File: config.mk
export PLATFORM = sky130hd
export DESIGN_NAME = execute_multiply
export DESIGN_NICKNAME = d
export VERILOG_FILES = /design/src/rtl/execute_multiply.sv
export SDC_FILE = /design/constraint.sdc
export NUM_CORES = 1
export LEC_CHECK = 0
export CAP_MARGIN = 10
export CORE_UTILIZATION = 45
export DETAILED_ROUTE_END_ITERATION = 12
export GPL_TIMING_DRIVEN = 0
export PLACE_DENSITY = 0.71
export SYNTH_ARGS = -nofsm -noshare
export SYNTH_HDL_FRONTEND = slang
export SYNTH_SLANG_ARGS = --single-unit
File: constraint.sdc
create_clock -name clk -period 5.05 [get_ports clk]
set_input_delay 1.01 -clock clk [delete_from_list [all_inputs] [get_ports clk]]
set_output_delay 1.01 -clock clk [all_outputs]
set_load 0.05 [all_outputs]
File: src/rtl/execute_multiply.sv
// Iterative shift-add multiplier for the execute stage (MUL, IMUL in 8/16/32-bit widths).
// Define MULT_RADIX4_EN to retire two multiplier bits per cycle instead of one.

`ifndef CMD_MUL
`define CMD_MUL  7'd52
`endif
`ifndef CMD_IMUL
`define CMD_IMUL 7'd53
`endif

module execute_multiply (
   input  logic        clk,
   input  logic        rst_n,
   input  logic        exe_reset,
   input  logic        exe_ready,
   input  logic        exe_is_8bit,
   input  logic        exe_operand_16bit,
   input  logic        exe_operand_32bit,
   input  logic [6:0]  exe_cmd,
   input  logic        exe_mult_two_op,
   input  logic [31:0] eax,
   input  logic [31:0] dst,
   input  logic [31:0] src,
   output logic        mult_busy,
   output logic [63:0] mult_result,
   output logic        mult_overflow
);

   logic [5:0]  r_counter;
   logic        r_one_time;
   logic [63:0] r_product;
   logic [63:0] r_multiplicand;
   logic [31:0] r_multiplier;

   logic        w_mult_cmd;
   logic        w_signed;
   logic        w_sz32;
   logic [5:0]  w_n;
   logic [5:0]  w_cnt_load;
   logic        w_start;
   logic        w_work;
   logic [31:0] w_a_src;
   logic [31:0] w_a_ext;
   logic [31:0] w_b_ext;
   logic        w_a_sign;
   logic        w_b_sign;
   logic [31:0] w_a_mag;
   logic [31:0] w_b_mag;
   logic        w_neg;
   logic [63:0] w_prod_signed;
   logic [63:0] w_addend;
   logic [63:0] w_mcand_next;
   logic [31:0] w_mplier_next;

   assign w_mult_cmd = (exe_cmd == `CMD_MUL) || (exe_cmd == `CMD_IMUL);
   assign w_signed   = (exe_cmd == `CMD_IMUL);
   // 16-bit is the fallback size whenever neither 8- nor 32-bit is selected
   assign w_sz32     = ~exe_is_8bit & exe_operand_32bit;
   assign w_n        = exe_is_8bit ? 6'd8 : (w_sz32 ? 6'd32 : 6'd16);
   assign w_a_src    = exe_mult_two_op ? dst : eax;

   always_comb begin
      w_a_sign = 1'b0;
      w_b_sign = 1'b0;
      w_a_ext  = '0;
      w_b_ext  = '0;
      if (exe_is_8bit) begin
         w_a_sign = w_signed & w_a_src[7];
         w_b_sign = w_signed & src[7];
         w_a_ext  = {{24{w_a_sign}}, w_a_src[7:0]};
         w_b_ext  = {{24{w_b_sign}}, src[7:0]};
      end else if (w_sz32) begin
         w_a_sign = w_signed & w_a_src[31];
         w_b_sign = w_signed & src[31];
         w_a_ext  = w_a_src;
         w_b_ext  = src;
      end else begin
         w_a_sign = w_signed & w_a_src[15];
         w_b_sign = w_signed & src[15];
         w_a_ext  = {{16{w_a_sign}}, w_a_src[15:0]};
         w_b_ext  = {{16{w_b_sign}}, src[15:0]};
      end
   end

   assign w_a_mag = w_a_sign ? (~w_a_ext + 32'd1) : w_a_ext;
   assign w_b_mag = w_b_sign ? (~w_b_ext + 32'd1) : w_b_ext;
   assign w_neg   = w_a_sign ^ w_b_sign;

   assign w_start   = w_mult_cmd && (r_counter == 6'd0) && ~r_one_time;
   assign w_work    = (r_counter > 6'd1);
   assign mult_busy = w_mult_cmd && ((r_counter != 6'd0) || ~r_one_time);

`ifdef MULT_RADIX4_EN
   logic [63:0] r_mcand3;

   assign w_cnt_load = {1'b0, w_n[5:1]} + 6'd1;

   always_comb begin
      case (r_multiplier[1:0])
         2'd1:    w_addend = r_multiplicand;
         2'd2:    w_addend = {r_multiplicand[62:0], 1'b0};
         2'd3:    w_addend = r_mcand3;
         default: w_addend = '0;
      endcase
   end

   assign w_mcand_next  = {r_multiplicand[61:0], 2'b00};
   assign w_mplier_next = {2'b00, r_multiplier[31:2]};

   // 3A tracks the multiplicand so each digit picks its addend without an adder chain
   always_ff @(posedge clk) begin
      if (!rst_n) begin
         r_mcand3 <= '0;
      end else if (!exe_reset) begin
         if (w_start)
            r_mcand3 <= {32'd0, w_a_mag} + {31'd0, w_a_mag, 1'b0};
         else if (w_work)
            r_mcand3 <= {r_mcand3[61:0], 2'b00};
      end
   end
`else
   assign w_cnt_load    = w_n + 6'd1;
   assign w_addend      = r_multiplier[0] ? r_multiplicand : 64'd0;
   assign w_mcand_next  = {r_multiplicand[62:0], 1'b0};
   assign w_mplier_next = {1'b0, r_multiplier[31:1]};
`endif

   // exe_ready is applied last so it overrides the working-cycle set of one_time
   always_ff @(posedge clk) begin
      if (!rst_n) begin
         r_counter      <= '0;
         r_one_time     <= 1'b0;
         r_product      <= '0;
         r_multiplicand <= '0;
         r_multiplier   <= '0;
      end else if (exe_reset) begin
         r_counter  <= '0;
         r_one_time <= 1'b0;
      end else begin
         if (w_start) begin
            r_counter      <= w_cnt_load;
            r_product      <= '0;
            r_multiplicand <= {32'd0, w_a_mag};
            r_multiplier   <= w_b_mag;
         end else if (w_work) begin
            r_counter      <= r_counter - 6'd1;
            r_product      <= r_product + w_addend;
            r_multiplicand <= w_mcand_next;
            r_multiplier   <= w_mplier_next;
            r_one_time     <= 1'b1;
         end else if (r_counter == 6'd1) begin
            r_counter <= 6'd0;
         end
         if (exe_ready)
            r_one_time <= 1'b0;
      end
   end

   assign w_prod_signed = w_neg ? (~r_product + 64'd1) : r_product;

   // Signed overflow: high half plus the low-half sign bit must be all equal
   always_comb begin
      mult_result   = '0;
      mult_overflow = 1'b0;
      if (exe_is_8bit) begin
         mult_result   = {48'd0, w_prod_signed[15:0]};
         mult_overflow = w_signed ? ~(&w_prod_signed[15:7] || ~|w_prod_signed[15:7])
                                  : |w_prod_signed[15:8];
      end else if (w_sz32) begin
         mult_result   = w_prod_signed;
         mult_overflow = w_signed ? ~(&w_prod_signed[63:31] || ~|w_prod_signed[63:31])
                                  : |w_prod_signed[63:32];
      end else begin
         mult_result   = {32'd0, w_prod_signed[31:0]};
         mult_overflow = w_signed ? ~(&w_prod_signed[31:15] || ~|w_prod_signed[31:15])
                                  : |w_prod_signed[31:16];
      end
   end

endmodule

==> flow_summary.ini <==
[cells_and_area]
final_cell_area_um2 = 18800
final_nets = 2553
drive_gt1_share_pct = 8.47
area_growth_pct = 25.1
antenna_cells = 0
fillers = 3140

[clocking]
tritoncts = done
clk_transition_reported_paths_ns = 0.07
clk_path_buf_depth = 2
cts_htree_levels = 4
worstSkewPairLatency_ns = 0.45
cts_root_buf = clkbuf_16
clkSinkCount = 167
ctsHoldBuffers = 0
cts_made_buffers = 17

[run]
max-cap-violations = 0

[timing]
post-route-period-util_pct = 103
grt_setup_unrepaired = true
setup_viol = 1
clock_skew_ns = 0.0141
maxClockFrequency_mhz = 192
worst_pin_slew_ns = 1.03
relSlewSlack_pct = 31.2
hold_violations = 0
timing.hold.ws_ns = 0.464
final-max-slew-violation-count = 0
period_minus_slack_ns = 5.20
setup_slack_ns = -0.146
finalSetupTns_ns = -0.146

[routing]
post_drt_wl_per_cell_um = 19.7
firstDrtPassIters = 6
wl_um = 55700
vias = 16868
vias_per_cell = 5.96
post-route-drc-count = 0
postRouteAntennaNets = 0
drt_iter0_markers = 1475

[worst_setup_path]
r2r_end = r_product[57]
cp_slowest_cell = or4b_4
reg2reg_slack_ns = 0.32
cp_max_fo = 5
max_stage_delay_ns = 0.55
cp-startpoint = exe_cmd[5]
required_ns = 4.04
r2r_cells = 16
crit_path_end_kind = output pin
r2r-start = r_multiplier[0]
worstSetupStartpointType = input pin
path_class = in -> out
worstSetupEndpoint = mult_overflow
crit_chain = clkdlybuf4s50_1 -> nor2b_2 -> nand3_4 -> a21oi_4 -> buf_8 -> buf_12 -> o41ai_4 -> xor2_1 -> and4_1 -> nand4_1 -> or4b_4 -> o31ai_4 -> o21bai_4 -> buf_6
arrival_ns = 4.19

[power]
peakVddDrop_mv = 0.263
p_int_mw = 2.52
p_seq_share_pct = 30.2
power_mw = 4.60
leakage_nw = 7.55
power_frac_comb_pct = 40.2
pwr-share-clk_pct = 29.6
power_density_nw_per_um2 = 245
switching_share_pct = 45.2
switching_power_mw = 2.08

[floorplan]
die_w_um = 185
die_height_um = 185
start_util_pct = 45.9
rows = 66
die_area_um2 = 34100
coreArea_um2 = 32700
ios = 177

[synthesis]
yosys-top-cells-area = dfxtp_1 (22%), a21oi_1 (8.5%), nand2_1 (6.2%), ha_1 (5.7%), nor2_1 (5.5%)
synth_area_um2 = 15000
yosys.area.top_type_share_pct = 22.2
async_flop_share_pct = 0
ys_seq_area_share_pct = 22.2
synth_seq_cells = 167
synth_edf_count = 0
synth_top_cell_by_area = dfxtp_1
synth_cell_types = 85
ys.flop_type = dfxtp_1
synth_common_cells = a21oi_1 (256), nand2_1 (247), nor2_1 (221)
synth_nets = 2315
synth_area_per_cell_um2 = 7.04
yosys_warnings = 0
synth.most_common_cell = a21oi_1
syn_inst = 2135

[global_route]
track_usage_pct = 32.2
grt_overflow_total = 0
grt_max_degree = 17
grt_pass1_wl_um = 85000
first_global_vias = 15611
antenna_found_initial = 0

[placed_design]
dpl.hpwl_um = 43700
gp_congestion = 0.969
io_buffers = 172
preCtsSetupSlack_ns = -2.73
postPlaceCellArea_um2 = 17300

[outcome]
outcome = finished with violations
violations = setup timing

[hold_path]
hp-class = reg -> reg
==> power by group through the flow <==
stage	Clock, mW	Sequential (mW)	Combinational, mW
final	1.36	1.39	1.85
after global routing	1.43	1.40	1.97
after CTS	1.37	1.39	1.81
after detailed placement	0	1.42	1.78
after global placement	0	1.42	1.77
after floorplan	0	1.41	1.04
==> routing by layer <==
metal / vias to the layer above / track usage [%] / part of all wire (%)
li1: 8202 / - / -
met1: 7788 / 43.5 / 45
met2: 758 / 51.8 / 44
met3: 120 / 3.75 / 7.2
met4: 0 / 12.9 / 3.7
met5: - / 0 / 0
==> worst min-delay path by stage <==
stage                       startpoint                  to  slack (ns)  cells past startpoint
finish              r_multiplicand[59]  r_multiplicand[60]        0.46                      2
global route        r_multiplicand[55]  r_multiplicand[56]        0.48                      2
CTS                   r_multiplier[13]    r_multiplier[12]        0.47                      2
detailed placement  r_multiplicand[39]  r_multiplicand[40]        0.46                      2
global placement       r_multiplier[1]     r_multiplier[1]        0.45                      2
floorplan              r_multiplier[1]     r_multiplier[1]        0.44                      2
==> what timing repair did <==
action	4_1_cts	5_1_grt
buffers inserted	28	20
endpoints found under the hold margin	0	0
pin swaps	17	26
setup endpoints to repair	76	46
resized for setup	101	68
==> worst max-delay path: cells and delay by family <==
family                 cells  cell delay, ns
buffers and inverters      4            0.88
AO/OA/AOI/OAI              4            0.62
XOR/XNOR                   1            0.22
AND/OR/NAND/NOR            5            1.43
==> per-stage QoR <==
step	util, %	std cells
CTS	56.2	2809
floorplan	-	2135
finish	57.5	2828
global placement	53.0	2749
global route	57.5	2828
detailed placement	53.0	2749
==> area by class of cell <==
type                       count  area (um2)  area share, %
multi-input combinational   1788       11400           60.8
sequential                   167        3340           17.8
clock buffer                  19         443           2.36
inverter                      36         135          0.719
clock inverter                13         156          0.832
tap                          442         553           2.94
buffer                       142         626           3.33
timing repair buffer         221        2110           11.2
==> state kept, by name, indices dropped and copies added (netlist names) <==
| signal | count |
|---|---|
| r_multiplier | 32 |
| r_product | 64 |
| r_one_time | 1 |
| r_counter | 6 |
| r_multiplicand | 64 |
==> logic make-up (layout without fill, tap and decap cells) <==
kind of cell	Yosys count	in the layout	share of synthesized area (%)
XOR/XNOR	166	166	9.73
AO/OA/AOI/OAI	671	671	27.9
adder cells (fa/ha/maj)	69	69	5.80
buffers and inverters	180	431	4.65
AND/OR/NAND/NOR	843	843	27.0
multiplexers	39	39	2.66
flip-flops	167	167	22.3
==> layout by cell type (no fill, tap or decap), types with 26 or more instances in the layout <==
cell               n
a21o_1            43
a21oi_1          254
a22oi_1           50
a31oi_1           26
and2_1            77
buf_4             50
clkbuf_1         117
clkdlybuf4s50_1  135
dfxtp_1          166
ha_1              68
inv_1             33
mux2i_1           28
nand2_1          244
nand3_1           89
nand4_1           26
nor2_1           217
nor3_1            43
o21ai_0          124
o31ai_1           26
xnor2_1           73
xor2_1            85
Note: power is estimated with default switching activity, not from simulation.
